`src/rtl/bumpy_move.sv`:
```
// bumpy_move: frame-rate fixed-point motion integrator for the Bumpy object.
// Turns the Bumpy FSM state code into a registered top-left pixel position.
module bumpy_move #(
    parameter int INITIAL_X              = 280,
    parameter int INITIAL_Y              = 185,
    parameter int X_SPEED                = 128,
    parameter int JUMP_SPEED             = 640,
    parameter int GRAVITY                = 16,
    parameter int MAX_FALL_SPEED         = 512,
    parameter int FIXED_POINT_MULTIPLIER = 64,
    parameter int TILE_SIZE              = 32,
    parameter int OBJECT_WIDTH           = 32,
    parameter int SCREEN_WIDTH           = 640
) (
    input  logic               clk,
    input  logic               resetN,
    input  logic               startOfFrame,
    input  logic [3:0]         state,
    output logic signed [10:0] topLeftX,
    output logic signed [10:0] topLeftY
);

    localparam int FP_SH = $clog2(FIXED_POINT_MULTIPLIER);

    localparam logic [3:0] S_RESET = 4'd0;
    localparam logic [3:0] S_IDLE  = 4'd1;
    localparam logic [3:0] S_LEFT  = 4'd2;
    localparam logic [3:0] S_RIGHT = 4'd3;
    localparam logic [3:0] S_DOWN  = 4'd4;
    localparam logic [3:0] S_UP    = 4'd5;
    localparam logic [3:0] S_DIE   = 4'd6;

    localparam logic signed [31:0] K_M         = FIXED_POINT_MULTIPLIER;
    localparam logic signed [31:0] K_INIT_X    = INITIAL_X * FIXED_POINT_MULTIPLIER;
    localparam logic signed [31:0] K_INIT_Y    = INITIAL_Y * FIXED_POINT_MULTIPLIER;
    localparam logic signed [31:0] K_X_SPEED   = X_SPEED;
    localparam logic signed [31:0] K_JUMP      = JUMP_SPEED;
    localparam logic signed [31:0] K_GRAVITY   = GRAVITY;
    localparam logic signed [31:0] K_MAX_FALL  = MAX_FALL_SPEED;
    localparam logic signed [31:0] K_TILE      = TILE_SIZE;
    localparam logic signed [31:0] K_HALF_TILE = TILE_SIZE / 2;
    localparam logic signed [31:0] K_TILE_MASK = ~(K_TILE - 32'sd1);
    localparam logic signed [31:0] K_X_MAX     = SCREEN_WIDTH - OBJECT_WIDTH;
    localparam logic signed [31:0] K_X_MAX_FP  = K_X_MAX * K_M;

    logic signed [31:0] xfp;
    logic signed [31:0] yfp;
    logic signed [31:0] yspeed;
    logic [3:0]         prev_state;
    logic               jump_pending;
    logic               snap_pending;

    logic signed [31:0] xfp_n;
    logic signed [31:0] yfp_n;
    logic signed [31:0] yspeed_n;
    logic               jump_n;
    logic               snap_n;
    logic               jump_take;
    logic               snap_take;

    logic signed [31:0] x_raw;
    logic signed [31:0] x_pix;
    logic signed [31:0] x_clamped;
    logic signed [31:0] y_fall;
    logic signed [31:0] ysp_inc;
    logic signed [31:0] ysp_fall;
    logic signed [31:0] y_round;
    logic signed [31:0] y_snap;

    // Shared datapath terms used by several state actions
    always_comb begin
        y_fall   = yfp + yspeed;
        ysp_inc  = yspeed + K_GRAVITY;
        ysp_fall = (ysp_inc > K_MAX_FALL) ? K_MAX_FALL : ysp_inc;
        y_round  = (yfp >>> FP_SH) + K_HALF_TILE;
        y_snap   = (y_round & K_TILE_MASK) <<< FP_SH;
    end

    always_comb begin
        x_raw = xfp;
        if (state == S_LEFT) begin
            x_raw = xfp - K_X_SPEED;
        end else if (state == S_RIGHT) begin
            x_raw = xfp + K_X_SPEED;
        end
        x_pix     = x_raw >>> FP_SH;
        x_clamped = x_raw;
        if (x_pix < 32'sd0) begin
            x_clamped = 32'sd0;
        end else if (x_pix > K_X_MAX) begin
            x_clamped = K_X_MAX_FP;
        end
    end

    always_comb begin
        xfp_n     = xfp;
        yfp_n     = yfp;
        yspeed_n  = yspeed;
        jump_take = 1'b0;
        snap_take = 1'b0;
        if (startOfFrame) begin
            case (state)
                S_RESET: begin
                    xfp_n    = K_INIT_X;
                    yfp_n    = K_INIT_Y;
                    yspeed_n = 32'sd0;
                end
                S_IDLE: begin
                    yspeed_n = 32'sd0;
                    if (snap_pending) begin
                        yfp_n     = y_snap;
                        snap_take = 1'b1;
                    end
                end
                S_LEFT, S_RIGHT: begin
                    xfp_n    = x_clamped;
                    yfp_n    = y_fall;
                    yspeed_n = ysp_fall;
                end
                S_UP: begin
                    if (jump_pending) begin
                        yfp_n     = yfp - K_JUMP;
                        yspeed_n  = K_GRAVITY - K_JUMP;
                        jump_take = 1'b1;
                    end else begin
                        yfp_n    = y_fall;
                        yspeed_n = ysp_fall;
                    end
                end
                S_DIE: begin
                    xfp_n = xfp;
                end
                default: begin
                    yfp_n    = y_fall;
                    yspeed_n = ysp_fall;
                end
            endcase
        end
    end

    // Entry flags arm on the first clk in a state and drop on exit or use
    always_comb begin
        jump_n = jump_pending;
        if (state != S_UP) begin
            jump_n = 1'b0;
        end else if (prev_state != S_UP) begin
            jump_n = 1'b1;
        end else if (jump_take) begin
            jump_n = 1'b0;
        end

        snap_n = snap_pending;
        if (state != S_IDLE) begin
            snap_n = 1'b0;
        end else if (prev_state != S_IDLE) begin
            snap_n = 1'b1;
        end else if (snap_take) begin
            snap_n = 1'b0;
        end
    end

    always_ff @(posedge clk or negedge resetN) begin
        if (!resetN) begin
            xfp          <= K_INIT_X;
            yfp          <= K_INIT_Y;
            yspeed       <= 32'sd0;
            prev_state   <= S_RESET;
            jump_pending <= 1'b0;
            snap_pending <= 1'b0;
        end else begin
            xfp          <= xfp_n;
            yfp          <= yfp_n;
            yspeed       <= yspeed_n;
            prev_state   <= state;
            jump_pending <= jump_n;
            snap_pending <= snap_n;
        end
    end

    assign topLeftX = 11'(xfp >>> FP_SH);
    assign topLeftY = 11'(yfp >>> FP_SH);

endmodule
```
`config.mk`:
```
export PLATFORM = sky130hd
export DESIGN_NAME = bumpy_move
export DESIGN_NICKNAME = d
export VERILOG_FILES = /design/src/rtl/bumpy_move.sv
export SDC_FILE = /design/constraint.sdc
export NUM_CORES = 1
export LEC_CHECK = 0
export ABC_AREA = 1
export ABC_CLOCK_PERIOD_IN_PS = 6400
export CAP_MARGIN = 10
export CORE_ASPECT_RATIO = 0.6
export CORE_MARGIN = 1.5
export CORE_UTILIZATION = 60
export DETAILED_ROUTE_END_ITERATION = 12
export PLACE_DENSITY = 0.79
export SLEW_MARGIN = 5
export SYNTH_ARGS = -nofsm -noshare
export SYNTH_HDL_FRONTEND = slang
export SYNTH_SLANG_ARGS = --single-unit
```
`constraint.sdc`:
```
create_clock -name clk -period 6.4 [get_ports clk]
set_input_delay 1.6 -clock clk [delete_from_list [all_inputs] [get_ports clk]]
set_output_delay 1.6 -clock clk [all_outputs]
set_load 0.01 [all_outputs]
```
# Word level (Yosys, flattened, before mapping)
# Index checks and enable logic that the tools add are counted.
# Widths: inputs -> output; s select.
# totals
reg_bits,102
latch_bits,0
ramBits,0
romBits,0
in_bits,7
output_inout_bits,22
word_cells,61
mem_count,0
# op_classes
addsub,6
multipliers,0
div,0
magnitude_cmp,3
n_eq_ne,11
shift,0
mux,23
bitwise,1
reduce_logical,10
# op_table
op,n
$mux 32,8
$pmux 32 s4,1
$pmux 32 s3,1
$pmux 32 s2,1
$add 32x32->32,1
$add 32x6->32 const B,1
$add 32x9->32 const B,1
$gt 32x11->1 const B,1
$sub 32x11->32 const B,1
$sub 32x9->32 const B,1
$add 26x6->26 const B,1
$gt 26x11->1 const B,1
$lt 26x1->1 const B,1
$mux 1,12
$eq 4x2->1 const B,2
$eq 4x3->1 const B,2
$ne 4x1->1 const B,2
$ne 4x3->1 const B,2
$reduce_and 3->1,2
$reduce_bool 3->1,2
$ne 5x5->1 const B,1
$eq 4x1->1 const B,1
$logic_not 4->1,1
$reduce_and 2->1,2
4 further kinds,5

# Logic depth before layout (Yosys ltp)
# logic_depth
ltp_word,7
depth_mapped,19
depth_no_buf,18

# Least setup slack after synthesis
# OpenSTA, ideal clock, no wires.
# synth_path
path_kind,input -> register
from,in state[2]
to,reg xfp[13]
setup_time_ps,117
arrival_time_ps,3074
required_ps,6283
path_slack_ps,3209
cell_stages,12
n_path_buf,1
cell_sequence,inv_1 -> nand2_2 -> nor2_4 -> buf_6 -> nand4_1 -> nand2_1 -> nand3_1 -> or3_4 -> nand2_2 -> nor2_1 -> nand3_1 -> nand2_1
# synth_between
elab_chain_cells,7
elab_cells_between_ends,13
cone_classes,order compare (2); eq/ne (2); mux (5); reduce/logical (4)
# synth_lines
item,line,rtl
"start, declared",18,"input logic [3:0] state,"
$eq 4x2->1,"83, 102",
$mux 32,83,end else if (state == S_RIGHT) begin
$mux 32,81,if (state == S_LEFT) begin
$gt 26x11->1,90,end else if (x_pix > K_X_MAX) begin
$mux 32,90,
$mux 32,88,if (x_pix < 32'sd0) begin
$pmux 32 s2,102,case (state)
"end signal, assigned",171,xfp <= xfp_n;
"end, declared",46,logic signed [31:0] xfp;
# Several ways; a longest one is shown, not always the timed one. The select of a mux whose other input is x is not followed.
# A chain may end at the register's enable or synchronous reset.

# Worst setup path after layout
# layout_path
from,in state[0]
to,reg yfp[2]
# layout_between
elab_chain_cells,3
elab_cells_between_ends,8
cone_classes,eq/ne (4); mux (1); bitwise (1); reduce/logical (2)
# layout_lines
item,line,rtl
$eq 4x1->1 / $eq 4x3->1 (equally long branches),102,
$ne 2x2->1 (no line) / $not 1->1 (equally long branches),--,
$reduce_and 3->1 (no line),--,
"end signal, assigned",172,yfp <= yfp_n;
"end, declared",47,logic signed [31:0] yfp;
# Several ways; a longest one is shown, not always the timed one.

==> flow_metrics.env <==
export IMPL_status="complete, no violations"
export IMPL_fin_crit_sh=0.656
export IMPL_peakVddDrop_v=0.000209
export IMPL_port_buffers=27
export IMPL_yosysWarnings=0
export IMPL_cts_hold_buf=0
export IMPL_finalHoldViolCount=0
export IMPL_cts_buffers=9
export IMPL_cts_sinks=79
export IMPL_power_density_mw_per_mm2=264
export IMPL_report_final_slew_viol_count=0
export IMPL_vias=7470
export IMPL_top_usage_layer="met1"
export IMPL_first_pass_iters=6
export IMPL_worstSetupEndpointType="register"
export IMPL_drc=0
export IMPL_cp_start_kind="input port"
export IMPL_wl_per_cell_um=15.1
export IMPL_multiInputGateArea_mm2=0.00434
export IMPL_drive_above_1_share=0.0535
export IMPL_routed_wl_mm=20.5
export IMPL_yosys_register_bits=79
export IMPL_grt_overflow_total=0
export IMPL_gp_congestion=0.999
export IMPL_crit_path_max_fanout=27
export IMPL_die_area_mm2=0.0126
export IMPL_cp_arrival_ns=4.44
export IMPL_fmaxAchievable_mhz=238
export IMPL_use_met1=0.551
export IMPL_crit_type="input port to register"
export IMPL_nFillCells=1099
export IMPL_yosysSeqAreaShare=0.277
export IMPL_n_antenna_cell=0
export IMPL_ios=29
export IMPL_num_rows=30
export IMPL_layout_setup_ws_ns=2.20
export IMPL_grt_usage=0.335
export IMPL_die_h_um=87.7
export IMPL_drt_iter0_drc=1056
export IMPL_slew_headroom=0.329
export IMPL_cap_violations=0
export IMPL_r2r_end="yspeed[1]"
export IMPL_dp_hpwl_mm=15.6
export IMPL_fin_util=0.668
export IMPL_crit_end="yfp[2]"
export IMPL_synth_fp_nets=1227
export IMPL_area_delta_synth_final_pct=7.09
export IMPL_grt_pass1_vias=6223
export IMPL_fin_cells=1356
export IMPL_ys_types=49
export IMPL_syn_inst=1195
export IMPL_grt_max_degree=80
export IMPL_die_x_um=144
export IMPL_tritoncts="built"
export IMPL_nNetsFinal=1223
export IMPL_grt_util_met3=0.104
export IMPL_hp_class="register to register"
export IMPL_setup_viol_count_final=0
export IMPL_worstSkewPairLatency_ns=0.35
export IMPL_seqCellArea_mm2=0.00199
export IMPL_rsz0062_at_grt="no"
export IMPL_grt_use_met2=0.408
export IMPL_finalSetupTns_ns=0
export IMPL_avgViaCountPerCell=5.51
export IMPL_startpoint="state[0]"
export IMPL_clockBufferDepth=2
export IMPL_power_total_mw=2.02
export IMPL_skew_ns=0.00825
export IMPL_grt_antenna_before_repair=0
export IMPL_worst_slew_pin_slew_ns=1.01
export IMPL_reg2reg_from="yspeed[4]"
export IMPL_htreeDepth=3
export IMPL_syn_area_per_cell_um2=6.00
export IMPL_syn_area_mm2=0.00717
export IMPL_placedCellCount=1340
export IMPL_antenna_left=0
export IMPL_start_util=0.624
export IMPL_fp_coreArea_mm2=0.0115
export IMPL_async_flop_share=1.00
export IMPL_grt_pass1_wl_mm=32.6
export IMPL_reg2reg_depth=13
export IMPL_cts_resized_gates=0
export IMPL_postCtsSetupRepairBufs=0
export IMPL_fin_area_mm2=0.00768
export IMPL_holdWs_ns=0.506
export IMPL_rrSetupSlack_ns=3.13
export IMPL_post_dp_cell_area_mm2=0.00736
export IMPL_cts_root_buf="clkbuf_16"
export IMPL_p_leak_nw=4.23
export IMPL_synth_edf_count=0
export IMPL_critPathRequiredTime_ns=6.64
export IMPL_clkSlewWorstSetupHoldPaths_ns=0.06
export IMPL_period_needed_ns=4.20
export IMPL_dp_worst_setup_slack_ns=1.94
export IMPL_yosys_most_used_dff="dfrtp_1"
[worst min-delay path by stage]
stage               slack (ns)  cells after the start      to  startpoint
CTS                       0.50                      2  yfp[2]      yfp[2]
detailed placement        0.48                      2  yfp[2]      yfp[2]
global route              0.52                      2  yfp[2]      yfp[2]
finish                    0.51                      2  yfp[2]      yfp[2]
floorplan                 0.45                      2  yfp[2]      yfp[2]
global placement          0.48                      2  yfp[4]      yfp[4]
[critical path, cell delays in order]
cell,delay [ns]
clkdlybuf4s50_1,0.60
inv_1,0.13
nand2_2,0.11
nor3_1,0.08
nor2_4,0.24
inv_2,0.29
a21oi_2,0.48
inv_2,0.24
nor2_1,0.19
inv_1,0.19
o41ai_1,0.28
[power by group]
part	switching (mW)	total (mW)	internal [mW]	leakage, nW
clock	0.224	0.551	0.326	0.152
combinational	0.485	0.772	0.286	3.03
sequential	0.124	0.702	0.578	1.04
[metal layers]
| metal | part of all wire | up-vias |
|---|---|---|
| met5 | 0 | - |
| li1 | - | 3711 |
| met3 | 0.14 | 17 |
| met2 | 0.35 | 419 |
| met1 | 0.50 | 3323 |
| met4 | 0.0074 | 0 |
[sequential cells by signal, indices dropped and copies added, names as in the netlist]
signal / cells
jump_pending: 1
prev_state: 4
snap_pending: 1
xfp: 24
yfp: 17
yspeed: 32
[synth_stat cells (2+ instances only)]
cell type,n,area [µm²]
a31oi_1,4,25.0
buf_6,4,45.0
xnor2_1,3,26.3
a221oi_1,2,17.5
inv_1,138,518
inv_2,11,41.3
a211oi_1,2,15.0
nor2_2,7,43.8
ha_1,24,300
o22ai_1,2,12.5
or2_2,2,12.5
a22o_1,2,17.5
nor2_1,148,556
nand3_1,91,455
nand3b_1,15,113
or2_1,2,12.5
xor2_1,16,140
o21ai_0,36,180
nand2_1,471,1770
a21oi_1,22,110
nand3_2,2,20.0
a22oi_1,2,15.0
dfrtp_1,71,1780
nand2_2,8,50.1
dfstp_2,8,210
o21ai_1,7,35.0
nor2_4,5,56.3
o21bai_1,5,37.5
buf_4,23,173
nand4_1,15,93.8
nor3_1,9,45.0
clkbuf_1,11,41.3
buf_2,4,20.0
a21boi_0,5,37.5
o211ai_1,3,22.5
and2_1,2,12.5
[placed cells by master (no fill, tap or decap), types with 3 or more instances in the layout]
cell	instances
clkdlybuf4s50_1	26
o211ai_1	3
clkbuf_16	9
o21bai_1	5
nand3b_1	15
nand4_1	15
nor3_1	9
nand2_2	8
dfstp_2	8
xnor2_1	3
a31oi_1	4
nor2_1	148
nand2_1	471
nand3_1	91
a21boi_0	5
a21oi_1	22
xor2_1	16
dfrtp_1	71
nor2_4	5
o21ai_0	36
inv_2	11
ha_1	24
o21ai_1	7
inv_1	138
nor2_2	7
[cell type report]
class | instances | share of cell area
inverter | 150 | 0.0733
multi-input combinational | 923 | 0.565
clock inverter | 5 | 0.00831
tap | 160 | 0.0261
sequential | 79 | 0.259
clock buffer | 11 | 0.0329
timing repair buffer | 28 | 0.0359
[kinds of logic after synthesis]
kind of cell    count (synthesis)  synth area share
other cells                     1          0.000523
buf+inv                       193             0.118
fa+ha+maj                      25            0.0447
xor+xnor                       19            0.0232
compound gates                 97            0.0791
simple gates                  781             0.457
flops                          79             0.277
No activity file was read; power rests on OpenSTA's default activity.
